`config.mk`:
```
export PLATFORM = sky130hd
export DESIGN_NAME = dfd_cla_counter_bank
export DESIGN_NICKNAME = d
export VERILOG_FILES = /design/src/rtl/dfd_cla_pkg.sv /design/src/rtl/dfd_cla_counter.sv /design/src/rtl/dfd_cla_counter_bank.sv
export SDC_FILE = /design/constraint.sdc
export NUM_CORES = 1
export LEC_CHECK = 0
export BUFFER_PORTS_ARGS = -buffer_cell sky130_fd_sc_hd__clkbuf_2
export CAP_MARGIN = 20
export CORE_ASPECT_RATIO = 1.4
export CORE_MARGIN = 2
export CORE_UTILIZATION = 47
export DETAILED_ROUTE_END_ITERATION = 8
export MAX_ROUTING_LAYER = met4
export PLACE_DENSITY = 0.78
export SLEW_MARGIN = 20
export SYNTH_ARGS = -nofsm -noshare
export SYNTH_HDL_FRONTEND = slang
export SYNTH_SLANG_ARGS = --single-unit
export TNS_END_PERCENT = 20
```
`constraint.sdc`:
```
create_clock -name clock -period 2.19 [get_ports clock]
set_clock_uncertainty 0.2 [all_clocks]
set_input_delay 0.438 -clock clock [delete_from_list [all_inputs] [get_ports clock]]
set_output_delay 0.438 -clock clock [all_outputs]
set_load 0.005 [all_outputs]
```
`src/rtl/dfd_cla_pkg.sv`:
```
// Shared types and sizing for the CLA counter bank.
// The saturating counter build is selected with DFD_CLA_COUNTER_SATURATE_EN (see dfd_cla_counter).
package dfd_cla_pkg;

    localparam int CLA_NUMBER_OF_COUNTERS = 4;
    localparam int CLA_COUNTER_WIDTH      = 32;

    typedef struct packed {
        logic increment_pulse;
        logic clear_ctr;
        logic auto_increment;
        logic stop_auto_increment;
    } counter_controls;

    typedef enum logic {
        IDLE = 1'b0,
        AUTO = 1'b1
    } cla_ctr_state_e;

endpackage

```
`src/rtl/dfd_cla_counter.sv`:
```
// One CLA event counter slot: IDLE/AUTO FSM, count, sticky overflow and match edge.
// DFD_CLA_COUNTER_SATURATE_EN defined: saturate at all-ones; undefined: wrap to zero.
//
// state | meaning
// IDLE  | counts only on increment_pulse
// AUTO  | counts every enabled cycle until stop_auto_increment
module dfd_cla_counter
    import dfd_cla_pkg::*;
#(
    parameter int CNT_WIDTH = CLA_COUNTER_WIDTH
) (
    input  logic                 clock_i,
    input  logic                 reset_i,
    input  logic                 enable_eap_i,
    input  logic                 freeze_i,
    input  counter_controls      action_i,
    input  logic [CNT_WIDTH-1:0] target_i,
    input  logic                 overflow_clr_i,
    output logic [CNT_WIDTH-1:0] value_o,
    output logic                 match_o,
    output logic                 match_pulse_o,
    output logic                 overflow_o,
    output logic                 auto_active_o
);

    cla_ctr_state_e       state_q, state_d;
    logic [CNT_WIDTH-1:0] cnt_q, cnt_d;
    logic                 ovf_q, ovf_d;
    logic                 match_q, match_d;
    logic                 act_en;
    logic                 inc;
    logic                 at_max;
    logic                 match;

    assign act_en = enable_eap_i & ~freeze_i;
    assign at_max = &cnt_q;
    assign match  = (cnt_q == target_i);

    always_ff @(posedge clock_i) begin
        if (reset_i) begin
            state_q <= IDLE;
            cnt_q   <= '0;
            ovf_q   <= 1'b0;
            match_q <= 1'b0;
        end else begin
            state_q <= state_d;
            cnt_q   <= cnt_d;
            ovf_q   <= ovf_d;
            match_q <= match_d;
        end
    end

    always_comb begin
        state_d = state_q;
        cnt_d   = cnt_q;
        ovf_d   = ovf_q;
        match_d = match_q;
        inc     = 1'b0;

        if (overflow_clr_i) begin
            ovf_d = 1'b0;
        end

        if (act_en) begin
            match_d = match;
            // Stop wins over start; a stop still lets this cycle's AUTO increment land.
            if (action_i.stop_auto_increment) begin
                state_d = IDLE;
            end else if (action_i.auto_increment) begin
                state_d = AUTO;
            end
            inc = action_i.increment_pulse || (state_q == AUTO) ||
                  (action_i.auto_increment && !action_i.stop_auto_increment);

            if (action_i.clear_ctr) begin
                cnt_d = '0;
            end else if (inc) begin
                if (at_max) begin
                    ovf_d = 1'b1;
`ifdef DFD_CLA_COUNTER_SATURATE_EN
                    cnt_d = cnt_q;
`else
                    cnt_d = '0;
`endif
                end else begin
                    cnt_d = cnt_q + 1'b1;
                end
            end
        end
    end

    assign value_o       = cnt_q;
    assign match_o       = match;
    assign match_pulse_o = match & ~match_q;
    assign overflow_o    = ovf_q;
    assign auto_active_o = (state_q == AUTO);

endmodule

```
`src/rtl/dfd_cla_counter_bank.sv`:
```
// Bank of CLA event counters fed by the action generator; one dfd_cla_counter per slot.
// Overflow behaviour follows DFD_CLA_COUNTER_SATURATE_EN inside the slot module.
module dfd_cla_counter_bank
    import dfd_cla_pkg::*;
#(
    parameter int CNT_WIDTH = CLA_COUNTER_WIDTH
) (
    input  logic                              clock,
    input  logic                              reset,
    input  logic                              enable_eap,
    input  logic                              freeze,
    input  counter_controls                   counter_actions     [CLA_NUMBER_OF_COUNTERS],
    input  logic [CNT_WIDTH-1:0]              counter_target      [CLA_NUMBER_OF_COUNTERS],
    input  logic [CLA_NUMBER_OF_COUNTERS-1:0] overflow_clr,
    output logic [CNT_WIDTH-1:0]              counter_value       [CLA_NUMBER_OF_COUNTERS],
    output logic [CLA_NUMBER_OF_COUNTERS-1:0] counter_match,
    output logic [CLA_NUMBER_OF_COUNTERS-1:0] counter_match_pulse,
    output logic [CLA_NUMBER_OF_COUNTERS-1:0] counter_overflow,
    output logic [CLA_NUMBER_OF_COUNTERS-1:0] counter_auto_active
);

    for (genvar g = 0; g < CLA_NUMBER_OF_COUNTERS; g++) begin : g_slot
        dfd_cla_counter #(
            .CNT_WIDTH(CNT_WIDTH)
        ) u_counter (
            .clock_i        (clock),
            .reset_i        (reset),
            .enable_eap_i   (enable_eap),
            .freeze_i       (freeze),
            .action_i       (counter_actions[g]),
            .target_i       (counter_target[g]),
            .overflow_clr_i (overflow_clr[g]),
            .value_o        (counter_value[g]),
            .match_o        (counter_match[g]),
            .match_pulse_o  (counter_match_pulse[g]),
            .overflow_o     (counter_overflow[g]),
            .auto_active_o  (counter_auto_active[g])
        );
    end

endmodule

```
==> results by group <==
STA
  – Sum Neg Setup Slack: -6.27 ns
  – Worst-margin pin slew: 0.621 ns
  – Min cycle time layout: 2.75 ns
  – Max Fclk: 0.364 GHz
  – Slew Limit Fails: 0
  – Final hold vios: 0
  – RSZ-0062 raised after global routing: yes
  – # setup viols final: 35
  – Final period util: 125%
  – Worst setup margin: -0.558 ns
  – Slew margin rel.: 58.0%

Pwr
  – Clock Power Share: 46.1%
  – Total power: 0.00612 W
  – NetSw: 0.00160 W
  – Lkg Pwr: a little under 6 nW
  – P_int: 0.00452 W
  – Share of power burned in registers: between 40% and 50%
  – P per Cell Area: about 440 nW/um^2
  – Combinational Power Share: 12.1%
  – Max IR drop VDD: 0.431 mV
  – Sw Share: a little over a quarter

Clock network
  – H-tree level count: 4
  – CTS Buf Count: 17
  – Root Driver: clkbuf_16
  – Clock slew at reported path FFs: 0.06 ns
  – Worst-skew pair later-pin latency: roughly 0.43 ns
  – Clk sinks: 140
  – Clock buffer depth: 2
  – Clock tree from TritonCTS: built

Synth
  – Share of the synthesized area in the top cell type: 31.4%
  – Post-synthesis mux area share: roughly 1.1%
  – Yosys top cell by area: dfxtp_1
  – Post-Syn Instances: about 1100
  – Top_reg_cell synth: dfxtp_1
  – Synth Area in Adders: 0.561%
  – Netlist Area Pre-Place: 8910 sq um
  – XOR/XNOR Fraction of Synth Area: 18.1%
  – Yosys warnings: 0
  – Post-synth top cells: 162 x xnor2_1, 140 x dfxtp_1, 85 x nor2_1, 79 x nand4_1, 77 x nand2_1
  – Distinct cell type count after synthesis: slightly above 60
  – Most numerous cell in the Yosys netlist: xnor2_1
  – Sequential area share after synthesis: between 30% and 40%
  – EDFF count, synth: 0
  – Simple-gate share of the synthesized area: 28.4%
  – Post-Syn Area per Cell: 8.10 sq um
  – Register bit total from synthesis: 140
  – Syn nets: 1257
  – Combinational family with the most area after synthesis: simple AND/OR/NAND/NOR gates
  – Top post-synthesis cells by area: dfxtp_1 31%, xnor2_1 16%, nand4_1 5.5%
  – Compound-Gate Fraction of Synth Area: 14.9%
  – Ys async rst share: 0%

Routing
  – Routed met1 length: 12.7 mm
  – Via count: ~11000
  – Antenna Nets Post-Route: 0
  – Post-DR wirelength/cell: 18.6 microns
  – Remaining DRCs: 0
  – Met2 Routed Length: 17.7 mm
  – Routed wl met3: ~2.4 mm
  – First-pass DRT Iterations: 6
  – Final wirelength: 34.8 mm
  – Vias per cell: 5.88
  – Initial DRC count: 1029
  – Top Metal Used: met4

Die
  – Die H: 167 microns
  – Total die area: 20100 sq um
  – # rows: between 50 and 60
  – I/O pins: between 200 and 300
  – Initial Util: 47.9%
  – Die width: approximately 120 microns
  – Core Area: 18600 sq um

Placed design
  – PortBufs: 295
  – Final HPWL DP: 25.5 mm
  – Placed cells: 1809
  – Dpl cell area: 12300 sq um
  – GP Congestion: a little over 0.9

Global route
  – Antenna violations before repair: 4
  – GRT Overall Usage: 33.7%
  – First-pass GRT wire length: 52.9 mm
  – Largest net degree at the start of global routing: 37
  – Number of global-route vias before repair: 10519
  – Grt ovf: 0

Layout
  – Non-Filler Instances: around 1900
  – Layout fillers: around 1300
  – Share of layout cells above drive strength 1: 46.6%
  – P&R area growth vs syn: 54.9%
  – Post-route cell area: about 14000 sq um
  – Final nets: between 1500 and 2000

Critical path
  – Worst Setup End Kind: output port
  – CP max FO: 3
  – CP max stage delay: 0.45 ns
  – Arrival @ worst endpoint: between 2 and 2.5 ns
  – CP cell instances: xnor2_1, nand4_1, nor4_2, buf_4, and2_4, nor2b_1, buf_2
  – Critical Path RT: 1.55 ns
  – Slowest-stage cell, CP: dfxtp_1
  – Kind of critical path: flip-flop to output port
  – CP Launch Type: flip-flop

Flow run
  – Max_cap viols: 0

Status
  – Failing checks: setup timing
  – Outcome: finished, violations left

Min path
  – Hold Crit Class: input pin to flip-flop
-- kinds of logic (layout without fill, tap and decap cells) --
| group | Yosys count | count (layout) |
|---|---|---|
| other | 0 | 4 |
| adder cells (fa/ha/maj) | 4 | 4 |
| buffers and inverters | 99 | 619 |
| multiplexers | 10 | 10 |
| AND/OR/NAND/NOR | 473 | 473 |
| AO/OA/AOI/OAI | 191 | 191 |
| flip-flops | 140 | 140 |
| XOR/XNOR | 184 | 184 |
-- layout by cell type (no fill, tap or decap), types with 13 or more instances in the layout --
cell / netlist / final
xnor2_2: 0 / 30
nand2b_1: 14 / 13
clkbuf_2: 0 / 290
nor3_1: 15 / 15
buf_4: 18 / 250
nor4_2: 1 / 13
buf_6: 4 / 18
nand4_1: 79 / 79
xor2_1: 22 / 22
nor2_1: 85 / 83
dfxtp_1: 140 / 89
dfxtp_2: 0 / 43
nand3_1: 67 / 66
a31oi_1: 40 / 36
and3_1: 26 / 24
nand2_1: 77 / 77
a21oi_1: 46 / 38
inv_1: 19 / 19
xnor2_1: 162 / 126
and4_1: 20 / 19
clkbuf_16: 0 / 17
o21ai_0: 20 / 13
nor4_1: 31 / 16
-- cell type report --
class / count / area (sq um) / area share (%)
Multi-Input combinational cell: 862 / 6290 / 45.6
Clock buffer: 19 / 443 / 3.21
Tap cell: 244 / 305 / 2.21
Clock inverter: 13 / 115 / 0.834
Antenna cell: 4 / 10.0 / 0.0725
Timing Repair Buffer: 568 / 3680 / 26.7
Sequential cell: 140 / 2890 / 20.9
Inverter: 19 / 71.3 / 0.517
-- flip-flops by register name, summed over array words and instances, names as in the netlist --
name	flops
g_slot.u_counter.auto_active_o	4
g_slot.u_counter.match_q	4
g_slot.u_counter.overflow_o	4
g_slot.u_counter.value_o	128
-- final timing paths --
| check | from | endpoint | slack [ns] | cells after the start |
|---|---|---|---|---|
| max | g_slot[0].u_counter.value_o[29] | counter_match_pulse[0] | -0.56 | 7 |
| max reg2reg | g_slot[0].u_counter.value_o[1] | g_slot[0].u_counter.value_o[27] | -0.24 | 9 |
| min | counter_actions[4] | g_slot[2].u_counter.auto_active_o | 0.008 | 2 |
| min reg2reg | g_slot[0].u_counter.match_q | g_slot[0].u_counter.match_q | 0.26 | 2 |
-- per-layer routing --
layer | GRT usage (%) | vias up
li1 | - | 5043
met1 | 36.1 | 5154
met2 | 57.8 | 607
met3 | 6.54 | 178
met4 | 18.1 | 0
met5 | - | -
-- through the flow --
stage / util (%) / hold WS [ns] / setup slack [ns]
CTS: 72.0 / 0.00494 / -0.538
floorplan: - / 0.237 / -0.0334
detailed placement: 65.9 / 0.248 / -0.386
global placement: 65.9 / 0.245 / -0.412
global route: 74.2 / 0.0128 / -0.669
finish: 74.2 / 0.00843 / -0.558
-- power by group through the flow --
stage | Sequential (W) | Clock (W) | Combinational (W)
4_1_cts | 0.00256 | 0.00282 | 0.000700
2_1_floorplan | 0.00263 | 0 | 0.000295
5_1_grt | 0.00256 | 0.00294 | 0.000785
6_report | 0.00256 | 0.00282 | 0.000738
3_3_place_gp | 0.00262 | 0 | 0.000645
3_5_place_dp | 0.00262 | 0 | 0.000655
-- worst max-delay path: cells and delay by family (launching register included) --
family | cells | cell delay, ns
AND/OR/NAND/NOR | 4 | 0.82
flip-flops | 1 | 0.45
XOR/XNOR | 1 | 0.15
buffers and inverters | 2 | 0.27
-- timing repair --
item                       4_1_cts  5_1_grt
hold endpoints to repair         2        0
hold buffers                     2        0
cloned                           0        1
buffers inserted                10       11
pin swaps                       38       28
setup endpoints to repair       45      111
resized for setup              107       74
Note: power is estimated with default switching activity, not from simulation.
